## src/rtl/cajero_pkg.sv

```systemverilog
// Shared types and constants for the ATM customer-side transaction driver.
package cajero_pkg;

    localparam int unsigned PIN_W     = 16;
    localparam int unsigned MONTO_W   = 32;
    localparam int unsigned DIGITO_W  = 4;
    localparam int unsigned N_DIGITOS = PIN_W / DIGITO_W;
    localparam int unsigned RES_W     = 3;

    // Result codes reported with done
    localparam logic [RES_W-1:0] RES_OK      = 3'd0;
    localparam logic [RES_W-1:0] RES_PIN_BAD = 3'd1;
    localparam logic [RES_W-1:0] RES_BLOCKED = 3'd2;
    localparam logic [RES_W-1:0] RES_NOFUNDS = 3'd3;
    localparam logic [RES_W-1:0] RES_TIMEOUT = 3'd4;

    // Transaction types
    localparam logic TRANS_DEPOSITO = 1'b0;
    localparam logic TRANS_RETIRO   = 1'b1;

    typedef enum logic [2:0] {
        ST_IDLE      = 3'd0,
        ST_INSERT    = 3'd1,
        ST_DIGIT     = 3'd2,
        ST_GAP       = 3'd3,
        ST_PIN_CHK   = 3'd4,
        ST_SEND_AMT  = 3'd5,
        ST_WAIT_RESP = 3'd6,
        ST_DONE      = 3'd7
    } estado_t;

    // Request captured from the host on an accepted start
    typedef struct packed {
        logic               tipo_tarjeta;
        logic               tipo_trans;
        logic [MONTO_W-1:0] monto;
        logic [PIN_W-1:0]   pin;
    } solicitud_t;

    // Counter width for a count of n cycles; never narrower than one bit
    function automatic int unsigned cnt_w(input int unsigned n);
        return (n > 1) ? $clog2(n) : 1;
    endfunction

endpackage

```

## src/rtl/cliente_cajero_serializador_pin.sv

```systemverilog
// PIN serializer: shifts out one BCD digit per emit request, most significant first,
// and times the idle gap between digit strobes.
module serializador_pin
    import cajero_pkg::*;
#(
    parameter int unsigned GAP_CYCLES = 2
) (
    input  logic                clk,
    input  logic                reset,
    input  logic                i_load,
    input  logic [PIN_W-1:0]    i_pin,
    input  logic                i_emit,
    input  logic                i_gap,
    output logic [DIGITO_W-1:0] o_digito,
    output logic                o_digito_stb,
    output logic                o_gap_fin_c,
    output logic                o_last_c
);

    localparam int unsigned GAP_CW = cnt_w(GAP_CYCLES);
    localparam int unsigned IDX_W  = $clog2(N_DIGITOS + 1);
    localparam logic [GAP_CW-1:0] GAP_MAX = GAP_CW'(GAP_CYCLES - 1);
    localparam logic [IDX_W-1:0]  IDX_MAX = IDX_W'(N_DIGITOS);

    logic [PIN_W-1:0]    r_pin;
    logic [GAP_CW-1:0]   r_gap_cnt;
    logic [IDX_W-1:0]    r_idx;
    logic [DIGITO_W-1:0] r_digito;
    logic                r_stb;

    // Load, shift-out and gap counting; digit and index saturate after the last nibble
    always_ff @(posedge clk or negedge reset) begin
        if (!reset) begin
            r_pin     <= '0;
            r_gap_cnt <= '0;
            r_idx     <= '0;
            r_digito  <= '0;
            r_stb     <= 1'b0;
        end else begin
            r_stb <= 1'b0;
            if (i_load) begin
                r_pin     <= i_pin;
                r_idx     <= '0;
                r_gap_cnt <= '0;
            end else if (i_emit && (r_idx != IDX_MAX)) begin
                r_digito  <= r_pin[PIN_W-1 -: DIGITO_W];
                r_pin     <= {r_pin[PIN_W-DIGITO_W-1:0], {DIGITO_W{1'b0}}};
                r_idx     <= r_idx + IDX_W'(1);
                r_gap_cnt <= '0;
                r_stb     <= 1'b1;
            end else if (i_gap && (r_gap_cnt != GAP_MAX)) begin
                r_gap_cnt <= r_gap_cnt + GAP_CW'(1);
            end
        end
    end

    assign o_digito     = r_digito;
    assign o_digito_stb = r_stb;
    assign o_gap_fin_c  = (r_gap_cnt == GAP_MAX);
    assign o_last_c     = (r_idx == IDX_MAX);

endmodule

```

## src/rtl/cliente_cajero.sv

```systemverilog
// Customer-side driver: plays one host request into the ATM controller's
// strobe protocol and condenses the controller's flags into a result code.
module cliente_cajero
    import cajero_pkg::*;
#(
    parameter int unsigned GAP_CYCLES   = 2,
    parameter int unsigned PIN_WAIT     = 4,
    parameter int unsigned RESP_TIMEOUT = 16
) (
    input  logic                clk,
    input  logic                reset,
    input  logic                start,
    input  logic [PIN_W-1:0]    pin_in,
    input  logic                tipo_tarjeta_in,
    input  logic                tipo_trans_in,
    input  logic [MONTO_W-1:0]  monto_in,
    output logic                busy,
    output logic                done,
    output logic [RES_W-1:0]    resultado,
    output logic                advertencia_vista,
    output logic                tarjeta_recibida,
    output logic                tipo_de_tarjeta,
    output logic [DIGITO_W-1:0] digito,
    output logic                digito_stb,
    output logic                tipo_trans,
    output logic [MONTO_W-1:0]  monto,
    output logic                monto_stb,
    input  logic                balance_actualizado,
    input  logic                entregar_dinero,
    input  logic                fondos_insuficientes,
    input  logic                pin_incorrecto,
    input  logic                bloqueo,
    input  logic                advertencia
);

    localparam int unsigned PIN_CW  = cnt_w(PIN_WAIT);
    localparam int unsigned RESP_CW = cnt_w(RESP_TIMEOUT);
    localparam logic [PIN_CW-1:0]  PIN_MAX  = PIN_CW'(PIN_WAIT - 1);
    localparam logic [RESP_CW-1:0] RESP_MAX = RESP_CW'(RESP_TIMEOUT - 1);

    estado_t          r_estado;
    estado_t          w_estado_nxt;
    logic [RES_W-1:0] w_res_nxt;
    logic             w_acepta;
    logic             w_exito;

    logic [PIN_CW-1:0]  r_pin_cnt;
    logic [RESP_CW-1:0] r_resp_cnt;
    solicitud_t         r_sol;

    logic             r_busy;
    logic             r_done;
    logic [RES_W-1:0] r_resultado;
    logic             r_adv;
    logic             r_tarjeta;
    logic             r_monto_stb;

    logic                w_gap_fin;
    logic                w_last;
    logic [DIGITO_W-1:0] w_digito;
    logic                w_digito_stb;

    // State register
    always_ff @(posedge clk or negedge reset) begin
        if (!reset) begin
            r_estado <= ST_IDLE;
        end else begin
            r_estado <= w_estado_nxt;
        end
    end

    // Next state and result selection; bloqueo overrides everything once a card is in
    always_comb begin
        w_estado_nxt = r_estado;
        w_res_nxt    = r_resultado;
        w_acepta     = 1'b0;
        w_exito      = ((r_sol.tipo_trans == TRANS_RETIRO)   && entregar_dinero) ||
                       ((r_sol.tipo_trans == TRANS_DEPOSITO) && balance_actualizado);
        case (r_estado)
            ST_IDLE: begin
                if (start) begin
                    w_acepta     = 1'b1;
                    w_estado_nxt = ST_INSERT;
                end
            end
            ST_INSERT: w_estado_nxt = ST_DIGIT;
            ST_DIGIT:  w_estado_nxt = w_last ? ST_PIN_CHK : ST_GAP;
            ST_GAP: begin
                if (w_gap_fin) begin
                    w_estado_nxt = ST_DIGIT;
                end
            end
            ST_PIN_CHK: begin
                if (pin_incorrecto) begin
                    w_estado_nxt = ST_DONE;
                    w_res_nxt    = RES_PIN_BAD;
                end else if (r_pin_cnt == PIN_MAX) begin
                    w_estado_nxt = ST_SEND_AMT;
                end
            end
            ST_SEND_AMT: w_estado_nxt = ST_WAIT_RESP;
            ST_WAIT_RESP: begin
                if (fondos_insuficientes) begin
                    w_estado_nxt = ST_DONE;
                    w_res_nxt    = RES_NOFUNDS;
                end else if (pin_incorrecto) begin
                    w_estado_nxt = ST_DONE;
                    w_res_nxt    = RES_PIN_BAD;
                end else if (w_exito) begin
                    w_estado_nxt = ST_DONE;
                    w_res_nxt    = RES_OK;
                end else if (r_resp_cnt == RESP_MAX) begin
                    w_estado_nxt = ST_DONE;
                    w_res_nxt    = RES_TIMEOUT;
                end
            end
            ST_DONE: w_estado_nxt = ST_IDLE;
            default: w_estado_nxt = ST_IDLE;
        endcase
        if (bloqueo && (r_estado != ST_IDLE) && (r_estado != ST_DONE)) begin
            w_estado_nxt = ST_DONE;
            w_res_nxt    = RES_BLOCKED;
        end
    end

    // Saturating window counters, cleared whenever their state is not active
    always_ff @(posedge clk or negedge reset) begin
        if (!reset) begin
            r_pin_cnt  <= '0;
            r_resp_cnt <= '0;
        end else begin
            if (r_estado != ST_PIN_CHK) begin
                r_pin_cnt <= '0;
            end else if (r_pin_cnt != PIN_MAX) begin
                r_pin_cnt <= r_pin_cnt + PIN_CW'(1);
            end
            if (r_estado != ST_WAIT_RESP) begin
                r_resp_cnt <= '0;
            end else if (r_resp_cnt != RESP_MAX) begin
                r_resp_cnt <= r_resp_cnt + RESP_CW'(1);
            end
        end
    end

    // Registered outputs derived from the upcoming state, plus request latch and warning flag
    always_ff @(posedge clk or negedge reset) begin
        if (!reset) begin
            r_busy      <= 1'b0;
            r_done      <= 1'b0;
            r_resultado <= '0;
            r_adv       <= 1'b0;
            r_tarjeta   <= 1'b0;
            r_monto_stb <= 1'b0;
            r_sol       <= '0;
        end else begin
            r_busy      <= (w_estado_nxt != ST_IDLE);
            r_done      <= (w_estado_nxt == ST_DONE);
            r_resultado <= w_res_nxt;
            r_tarjeta   <= (w_estado_nxt inside {ST_INSERT, ST_DIGIT, ST_GAP, ST_PIN_CHK,
                                                 ST_SEND_AMT, ST_WAIT_RESP});
            r_monto_stb <= (w_estado_nxt == ST_SEND_AMT);
            if (w_acepta) begin
                r_sol.tipo_tarjeta <= tipo_tarjeta_in;
                r_sol.tipo_trans   <= tipo_trans_in;
                r_sol.monto        <= monto_in;
                r_sol.pin          <= pin_in;
                r_adv              <= 1'b0;
            end else if ((r_estado != ST_IDLE) && advertencia) begin
                r_adv <= 1'b1;
            end
        end
    end

    serializador_pin #(
        .GAP_CYCLES (GAP_CYCLES)
    ) u_serializador (
        .clk          (clk),
        .reset        (reset),
        .i_load       (w_acepta),
        .i_pin        (pin_in),
        .i_emit       (w_estado_nxt == ST_DIGIT),
        .i_gap        (r_estado == ST_GAP),
        .o_digito     (w_digito),
        .o_digito_stb (w_digito_stb),
        .o_gap_fin_c  (w_gap_fin),
        .o_last_c     (w_last)
    );

    assign busy              = r_busy;
    assign done              = r_done;
    assign resultado         = r_resultado;
    assign advertencia_vista = r_adv;
    assign tarjeta_recibida  = r_tarjeta;
    assign tipo_de_tarjeta   = r_sol.tipo_tarjeta;
    assign tipo_trans        = r_sol.tipo_trans;
    assign monto             = r_sol.monto;
    assign monto_stb         = r_monto_stb;
    assign digito            = w_digito;
    assign digito_stb        = w_digito_stb;

endmodule

```

## config.mk

```make
export PLATFORM = sky130hd
export DESIGN_NAME = cliente_cajero
export DESIGN_NICKNAME = d
export VERILOG_FILES = /design/src/rtl/cajero_pkg.sv /design/src/rtl/cliente_cajero_serializador_pin.sv /design/src/rtl/cliente_cajero.sv
export SDC_FILE = /design/constraint.sdc
export NUM_CORES = 1
export LEC_CHECK = 0
export ABC_AREA = 1
export CORE_AREA = 2 2 95 97
export DETAILED_ROUTE_END_ITERATION = 7
export DIE_AREA = 0 0 97 99
export GPL_TIMING_DRIVEN = 0
export PLACE_DENSITY = 0.72
export SLEW_MARGIN = 20
export SYNTH_ARGS = -nofsm -noshare
export SYNTH_HDL_FRONTEND = slang
export SYNTH_SLANG_ARGS = --single-unit
```

## constraint.sdc

```tcl
create_clock -name clk -period 1.7 [get_ports clk]
set_clock_uncertainty 0.15 [all_clocks]
set_input_delay 0.34 -clock clk [delete_from_list [all_inputs] [get_ports clk]]
set_output_delay 0.34 -clock clk [all_outputs]
set_load 0.1 [all_outputs]
```

Word level (Yosys, flattened, before mapping). Index checks and enable logic that the tools add are counted.

Flip-flop bits (word level): 76. Input port bits: 59. Output and inout bits: 47. Word-level logic and storage cells: 104.

Add/subtract/negate cells: 4. Equal/unequal tests: 25. Muxes and demuxes: 35. Bitwise gates (word level): 3. Reductions and logical operators: 20.

Operators with widths (count): 3-bit 2-to-1 mux (18); 16-bit 2-to-1 mux (2); 3-bit == test, second input constant (9); 3-bit case mux with 8 select lines (1); 3-bit inequality test, second input constant (5); 3-bit by 2-bit == test with 1-bit output, second input constant (4); 3-bit nonzero test (4); 1-bit 2-to-1 mux (9); 4-bit 2-to-1 mux (2); 2-bit nonzero test (4); 1-bit logical AND (7); 3-bit by 1-bit == test with 1-bit output, second input constant (2); 6-bit inequality test, second input constant (1); 3-bit case mux with 2 select lines (1); 6-bit nonzero test (1); 4-bit by 1-bit adder with 4-bit output, second input constant (1); 4-bit == test, second input constant (1); 2-bit 2-to-1 mux (2); 4-bit inequality test, second input constant (1); 3-bit by 1-bit adder with 3-bit output, second input constant (1); 3-bit logical NOT (1); 1-bit NOT (3); 3-bit AND reduction (1); 2-bit by 1-bit adder with 2-bit output, second input constant (1); 5 further kinds (5).

Logic depth before layout (Yosys ltp). Gate-level depths: netlist (run 1).

Depth after elaboration: 12. Mapped depth: 14. Gate-level depth less buffers: 13.

By module. Synthesis (run 1) repeated with hierarchy kept, for this count alone.

Cells, all modules: 406. Area, all modules: 3424.5 µm².

Modules (own cells, without submodules): cliente_cajero (times used 1, cells an instance 254, area each 2205.9 µm², seq. area each 1276.2 µm²); serializador_pin (times used 1, cells an instance 152, area each 1218.7 µm², seq. area each 625.6 µm²).

Worst setup path before layout (run 1). OpenSTA, ideal clock, no wires.

Path type: reg-to-reg. Start: reg tipo_trans (netlist name). End: reg u_serializador.r_digito[0] (netlist: u_serializador.o_digito[0]). Setup time: 0.120 ns. Arrival time: 1.911 ns. Setup slack: -0.480 ns. Cell stages (with the launch flop): 11. Path buffers: 1. Path through: dfrtp_1 inv_1 nand2_1 nand3_1 nand2_1 nand3_1 nor2_2 nand2_2 buf_2 nand2_1 nand2_1.

Word-level cells in the longest chain between the ends: 11. Elaborated cells between the ends (all ways): 12.

Ends and longest elaborated chain: 1-bit NOT (RTL line cliente_cajero.sv:78) `((r_sol.tipo_trans == TRANS_DEPOSITO) && balance_actualizado);`; 1-bit logical AND (RTL line cliente_cajero.sv:78); 1-bit logical OR (*) (RTL line cliente_cajero.sv:77) `w_exito = ((r_sol.tipo_trans == TRANS_RETIRO) && entregar_dinero) ||`; 3-bit 2-to-1 mux (*) (RTL line cliente_cajero.sv:109) `end else if (w_exito) begin`; 3-bit 2-to-1 mux (*) (RTL line cliente_cajero.sv:106) `end else if (pin_incorrecto) begin`; 3-bit 2-to-1 mux (*) (RTL line cliente_cajero.sv:103) `if (fondos_insuficientes) begin`; 3-bit case mux with 8 select lines (*) (RTL line cliente_cajero.sv:79) `case (r_estado)`; 3-bit 2-to-1 mux (*) (RTL line cliente_cajero.sv:120) `if (bloqueo && (r_estado != ST_IDLE) && (r_estado != ST_DONE)) begin`; 3-bit by 2-bit == test with 1-bit output (*) (RTL line cliente_cajero.sv:181) `.i_emit (w_estado_nxt == ST_DIGIT),`; 1-bit logical AND (*) (RTL line cliente_cajero_serializador_pin.sv:45) `end else if (i_emit && (r_idx != IDX_MAX)) begin`; 2-bit AND reduction (no source line) (*); to (signal assigned) (RTL line cliente_cajero_serializador_pin.sv:46) `r_digito <= r_pin[PIN_W-1 -: DIGITO_W];`; to (decl) (RTL line cliente_cajero_serializador_pin.sv:28) `logic [DIGITO_W-1:0] r_digito;`.

Mark *: on every way between the ends. The rest lies on a longest branch, timed or not. A chain may end at the register's enable or synchronous reset.

Worst setup path after layout (run 1).
Start: in pin_incorrecto. End: reg u_serializador.r_pin[14].

Word-level cells in the longest chain between the ends: 7. Elaborated cells between the ends (all ways): 8.

Ends and longest elaborated chain: from (decl) (RTL line cliente_cajero.sv:31) `input logic pin_incorrecto,`; 3-bit 2-to-1 mux (RTL line cliente_cajero.sv:106); 3-bit 2-to-1 mux (RTL line cliente_cajero.sv:103); 3-bit case mux with 8 select lines (*) (RTL line cliente_cajero.sv:79); 3-bit 2-to-1 mux (*) (RTL line cliente_cajero.sv:120); 3-bit by 2-bit == test with 1-bit output (*) (RTL line cliente_cajero.sv:181); 1-bit logical AND (*) (RTL line cliente_cajero_serializador_pin.sv:45); 2-bit nonzero test (no source line) (*); to (signal assigned) (RTL line cliente_cajero_serializador_pin.sv:42) `r_pin <= i_pin;`; to (signal assigned) (RTL line cliente_cajero_serializador_pin.sv:47) `r_pin <= {r_pin[PIN_W-DIGITO_W-1:0], {DIGITO_W{1'b0}}};`; to (decl) (RTL line cliente_cajero_serializador_pin.sv:25) `logic [PIN_W-1:0] r_pin;`.

Marked as above.

==> metrics.txt, run 1 <==
I/O pin total ~110; Final Util between 60 and 70%; reg2reg path depth 11; post-route ant nets 0; WL final approximately 8800 um; GRT Residual Overflow 0; post-layout min period about 1.8 ns; row cnt 34; crit path kind input port to flop; CTS Buffer Depth 2; Critical Path Source Type input port; violated checks setup timing; routed vias 3169; HPWL Detailed about 5800 um; fin. max-slew vios 0; CP Capture Type flop; Initial DRT Pass Iterations 4; Max-Cap Viols 0; Slew HR approximately 67%; DR iter-0 viols 140; dpl ws -0.624 ns; wire length per cell 13.2 um; crit-path max FO 6; Mapped Cells between 400 and 500; register area share after synthesis between 50% and 60%; beginning of the worst register-to-register path r_resp_cnt[1]$_DFFE_PN0P_; post-route cell area roughly 5200 um^2; GR Util All Layers between 15 and 20%; worst r2r dst u_serializador.r_pin[14]$_DFFE_PN0P_; Seq cells post-synth 76; Worst-path clk slew around 0.080 ns; R2R Setup Slk -0.13 ns; cts bufs inserted 9; Buffers on Ports about 110; RSZ-0062 raised after global routing true; diode count 0; core area 8550 um^2; Vias/cell between 4 and 5; Least-Margin Pin Slew 0.501 ns; largest net degree at the start of global routing 52; Layout Cells excl Fill between 600 and 700; Initial Util about two fifths; outcome complete, but fails checks; Post-Syn Nets about 470; Die Width 97 um; Placed Area about 4600 um^2; initial antenna violation count 0; # clock sinks 76; die area between 9000 and 10000 um^2; Inst Count DP ~620; CTS tree built; Fin. Hold Viols 0; Max Clk Rate 545 MHz; required time worst endpoint 1.83 ns; Hold Path Class input port to asynchronous set/reset pin; syn_area_per_cell about 8.1 um^2; Die Span Y roughly 99 um; clk_lat worst skew roughly 0.34 ns; H-tree levels 3; Netlist cell types 24; critical path arrival between 1.5 and 2 ns; number of global-route vias before repair ~3100; Placer Congestion about 0.87; # setup viols final 26; Synth Cell Area between 3000 and 4000 um^2; post-layout net count about 620; Area Overhead vs Synth 56.2%; share of layout cells above drive strength 1 33.2%; root buffer cell clkbuf_8; first-pass GRT wire length approximately 14000 um; DRC Markers 0; Syn. warnings 0; Tcrit/Tclk final 108%; final worst slack -0.136 ns
## per-stage QoR
stage,setup TNS (ns),hold slack [ns]
2_1_floorplan,-1.66,-0.106
3_3_place_gp,-233.08,0.307
3_5_place_dp,-37.74,0.129
4_1_cts,-1.00,0.291
5_1_grt,-6.88,0.312
6_report,-2.79,0.295
## registers in the layout (all words and copies together) (netlist names)
| register | count |
|---|---|
| u_serializador.o_gap_fin_c | 1 |
| monto | 32 |
| tarjeta_recibida | 1 |
| u_serializador.o_digito_stb | 1 |
| busy | 1 |
| done | 1 |
| r_estado | 3 |
| r_resp_cnt | 4 |
| monto_stb | 1 |
| u_serializador.r_pin | 16 |
| resultado | 3 |
| tipo_trans | 1 |
| r_pin_cnt | 2 |
| advertencia_vista | 1 |
| u_serializador.o_digito | 4 |
| tipo_de_tarjeta | 1 |
| u_serializador.r_idx | 3 |
## metal layers
layer / global-route usage [%] / vias up / part of all wire, %
li1: - / 1570 / -
met1: 21.9 / 1483 / 41
met2: 30.7 / 97 / 50
met3: 6.52 / 19 / 7.3
met4: 6.07 / 0 / 2.0
met5: 0 / - / 0
## worst max-delay path by stage
stage	startpoint	to	cells after the start
floorplan	tipo_trans$_DFFE_PN0P_	u_serializador.r_pin[10]$_DFFE_PN0P_	11
global placement	reset	tipo_trans$_DFFE_PN0P_	1
detailed placement	pin_incorrecto	u_serializador.r_pin[9]$_DFFE_PN0P_	11
CTS	u_serializador.r_idx[0]$_DFFE_PN0P_	u_serializador.r_pin[14]$_DFFE_PN0P_	12
global route	r_resp_cnt[1]$_DFFE_PN0P_	u_serializador.r_idx[1]$_DFFE_PN0P_	10
finish	pin_incorrecto	u_serializador.r_pin[14]$_DFFE_PN0P_	11
## cell type report
| cell class | count | area (um^2) |
|---|---|---|
| fill | 759 | 3350 |
| sequential | 76 | 1910 |
| multi-input combinational | 298 | 1600 |
| timing repair buffer | 138 | 1120 |
| buffer | 15 | 168 |
| tap | 108 | 135 |
| clock buffer | 10 | 128 |
| inverter | 20 | 83.8 |
| clock inverter | 6 | 63.8 |
## Yosys cell counts
cell,instances,area share [%]
xnor2_1,1,0.26
inv_2,4,0.45
nand3_2,1,0.30
clkinv_1,1,0.11
o21ai_0,4,0.60
nand2_1,217,24
inv_1,15,1.7
nor2_2,4,0.75
nand2_2,4,0.75
dfrtp_1,76,57
o31ai_1,1,0.23
ha_1,4,1.5
buf_2,6,0.90
a211oi_1,1,0.23
buf_6,1,0.34
xor2_1,3,0.79
o21ai_1,2,0.30
clkbuf_1,7,0.79
nor2_1,12,1.4
a21oi_1,5,0.75
nand3_4,1,0.53
nand3_1,37,5.6
buf_1,1,0.11
nor3_1,1,0.15
## cell families after synthesis
family          count (synthesis)  share of synthesized area [%]
compound gates                 13                           2.10
simple gates                  277                           33.8
flops                          76                           57.1
buf+inv                        35                           4.39
xor+xnor                        4                           1.05
fa+ha+maj                       4                           1.50
## critical path: stages
cell             delay, ns
clkdlybuf4s50_1       0.47
nor2_2                0.14
nand3_2               0.14
nand2_1               0.16
nand3_2               0.12
nor2_4                0.14
nand2_4               0.11
nand2_4               0.10
buf_6                 0.13
nand2_1               0.05
nand2_1               0.06
## placed cells by master (no fill, tap or decap), types with 4 or more instances in the layout
master,count
nand2_1,196
dfrtp_1,72
clkdlybuf4s50_1,57
buf_2,47
buf_4,28
nand3_1,20
nand2_2,19
buf_6,15
nand3_2,14
inv_1,9
clkbuf_8,9
inv_2,8
nor2_4,8
nand2_4,6
nand3_4,5
nor2_2,5
a21oi_1,4
o21ai_0,4
## timing repair
action                                 4_1_cts  5_1_grt
endpoints found under the hold margin       25        0
hold buffers                                 1        0
gates resized for setup                    302       58
buffers inserted                            19       10
pin swaps                                   16        5
setup endpoints to repair                  108       64
gates cloned                                 1        1
Power of run 1 is not shown: default switching activity piles up to over one toggle a cycle in this logic, so the estimate is an artifact.
==> run 2: changes to the inputs <==
- GPL_ROUTABILITY_DRIVEN: not set -> 1
==> results of run 2 <==
Final layout, timing and power as in run 1 (identical DEF).
Power of run 2 is left out for the same reason.
==> run 3: changes to the inputs <==
- PLACE_DENSITY: 0.72 -> 0.69
- clock period: 1.7 -> 1.73 ns (I/O delays scaled with it)
==> run 3 against run 2 <==
  * The run still ends with setup timing left
  * Die area unchanged
  * Cell count up 0.30%
  * Non-clock buffer count up 3
  * Via count up 3.0%
  * First-iteration DRC count down 16%
  * Largest cell class unchanged
==> metrics.txt, run 3 (same netlist as run 1, synthesis figures left out) <==
outcome complete, but fails checks; violated checks setup timing; routed vias 3264 (+3.0%); Largest Register monto; Final Hold Slack 0.320 ns (+0.0245 ns); Inst Count DP 623 (unchanged); share of layout cells above drive strength 1 33.1% (-0.12 points); critical path arrival 2.00 ns (+0.03 ns); DRC Markers 0 (unchanged); diode count 0 (unchanged); H-tree levels 3 (unchanged); post-layout min period between 1.5 and 2 ns; Max Clk Rate 534 MHz; die area 9600 um^2 (unchanged); core area 8550 um^2 (unchanged); Max-Cap Viols 0 (unchanged); first-pass GRT wire length 15400 um (+8.3%); Vias/cell 4.85 (+2.7%); RSZ-0062 raised after global routing true; post-route ant nets 0 (unchanged); Slew HR 67.1% (+0.24 points); post-layout net count 624 (+0.48%); Initial Util 39.0% (unchanged); crit path kind flop to flop; initial antenna violation count 0 (unchanged); CTS Buffer Depth 2 (unchanged); GRT Residual Overflow 0 (unchanged); fillers 757 (-0.26%); Tcrit/Tclk final 108%; DR iter-0 viols 117 (-16%); most common cell after layout, fill and taps aside nand2_1; # setup viols final 26 (unchanged); CP Capture Type flop; row cnt 34 (unchanged); max reg flops 32 (unchanged); multi-input combinational cell area 1610 um^2 (+0.78%); cts bufs inserted 9 (unchanged); CTS tree built; Critical Path Source Type flop; Placer Congestion 0.827 (-5.1%); WL final 9520 um (+7.8%); Layout Cells excl Fill 673 (+0.30%); I/O pin total 106 (unchanged); Least-Margin Pin Slew 0.494 ns (-0.00701 ns); Fin. Hold Viols 0 (unchanged); FF/Latch Area 1910 um^2 (unchanged); Hold Path Class flop to flop; fin. max-slew vios 0 (unchanged); Buffers on Ports 105 (unchanged); Largest regs monto: 32 flops, u_serializador.r_pin: 16 flops; clk_lat worst skew 0.35 ns (about the same); required time worst endpoint 1.86 ns (+0.03 ns); Area Overhead vs Synth 55.4%; final worst slack -0.143 ns (-0.00745 ns); post-route cell area 5180 um^2 (-0.51%); GR Util All Layers 19.9% (+1.6 points); Worst-path clk slew 0.08 ns (about the same); root buffer cell clkbuf_8; number of global-route vias before repair 3302 (+5.6%); HPWL Detailed 6050 um (+3.6%); Placed Area 4600 um^2 (-0.16%); Die Width 97 um (unchanged); Die Span Y 99 um (unchanged); # clock sinks 76 (unchanged); crit-path max FO 6 (unchanged); most frequent cells in the layout nand2_1 (196), dfrtp_1 (72), clkdlybuf4s50_1 (56), buf_2 (53), buf_4 (27); Initial DRT Pass Iterations 4 (unchanged); wire length per cell 14.1 um (+7.5%); largest net degree at the start of global routing 43 (-17%)
-- run 3: cell count changes in the layout (fill, tap and decap cells not counted), moves of 2 or more --
cell / previous run / this run
buf_6: 15 / 10
buf_2: 47 / 53
inv_2: 8 / 6
clkinvlp_4: 3 / 0
inv_4: 2 / 5
clkbuf_2: 0 / 3
nand2_2: 19 / 17
clkbuf_4: 0 / 2
nand2_4: 6 / 8
nand3_2: 14 / 12
-- run 3: path summary, 6_finish.rpt --
path / end / slack (ns) / cells past startpoint / startpoint
max: u_serializador.r_pin[13]$_DFFE_PN0P_ / -0.14 / 12 / r_estado[0]$_DFF_PN0_
min: u_serializador.o_digito[3]$_DFFE_PN0P_ / 0.32 / 2 / u_serializador.o_digito[3]$_DFFE_PN0P_
max reg2reg: u_serializador.r_pin[13]$_DFFE_PN0P_ / -0.14 / 12 / r_estado[0]$_DFF_PN0_
min reg2reg: u_serializador.o_digito[3]$_DFFE_PN0P_ / 0.32 / 2 / u_serializador.o_digito[3]$_DFFE_PN0P_
max in group asynchronous: r_estado[0]$_DFF_PN0_ / 0.47 / 3 / reset
min in group asynchronous: done$_DFF_PN0_ / 0.34 / 2 / reset
-- run 3: what timing repair did --
item	in CTS	in global routing
hold buffers	1	0
setup endpoints to repair	109	68
setup buffers	28	4
pin swaps	25	11
cloned	2	0
endpoints found under the hold margin	34	0
resized for setup	293	45
-- run 3: layout make-up --
cell class | count | share of cell area, %
flip-flops and latches | 76 | 36.9
multi-input cells | 298 | 31.1
repair buffers | 141 | 21.8
well taps | 108 | 2.61
clock buffers | 10 | 2.47
plain buffers | 15 | 1.91
inverters | 20 | 1.69
clock inverters | 5 | 1.52
-- run 3: critical path, cell delays in order (launching register included) --
cell	delay [ns]
dfrtp_2	0.47
nor2_4	0.21
nand2_4	0.09
nand3_4	0.09
nand2_4	0.08
inv_4	0.07
nand2_4	0.05
nor2_4	0.13
nand2_4	0.11
nand2_4	0.12
buf_6	0.13
nand2_2	0.05
nand2_2	0.05
-- run 3: per-stage QoR --
| stage | worst slack, ns | util, % | TNS (ns) |
|---|---|---|---|
| after detailed placement | -0.604 | 53.8 | -35.26 |
| final | -0.143 | 60.5 | -2.87 |
| after global routing | -0.201 | 60.5 | -5.20 |
| after global placement | -3.09 | 53.6 | -231.24 |
| after floorplan | -0.0573 | - | -1.03 |
| after CTS | -0.0254 | 58.9 | -0.0966 |
-- run 3: layer usage --
metal  global-route usage [%]  vias up  wire length [um]
li1                         -     1564                 -
met1                     24.5     1557              3940
met2                     32.6      114              4720
met3                     5.46       29               598
met4                     9.32        0               264
met5                        0        -                 0
Power of run 3 is left out for the same reason.
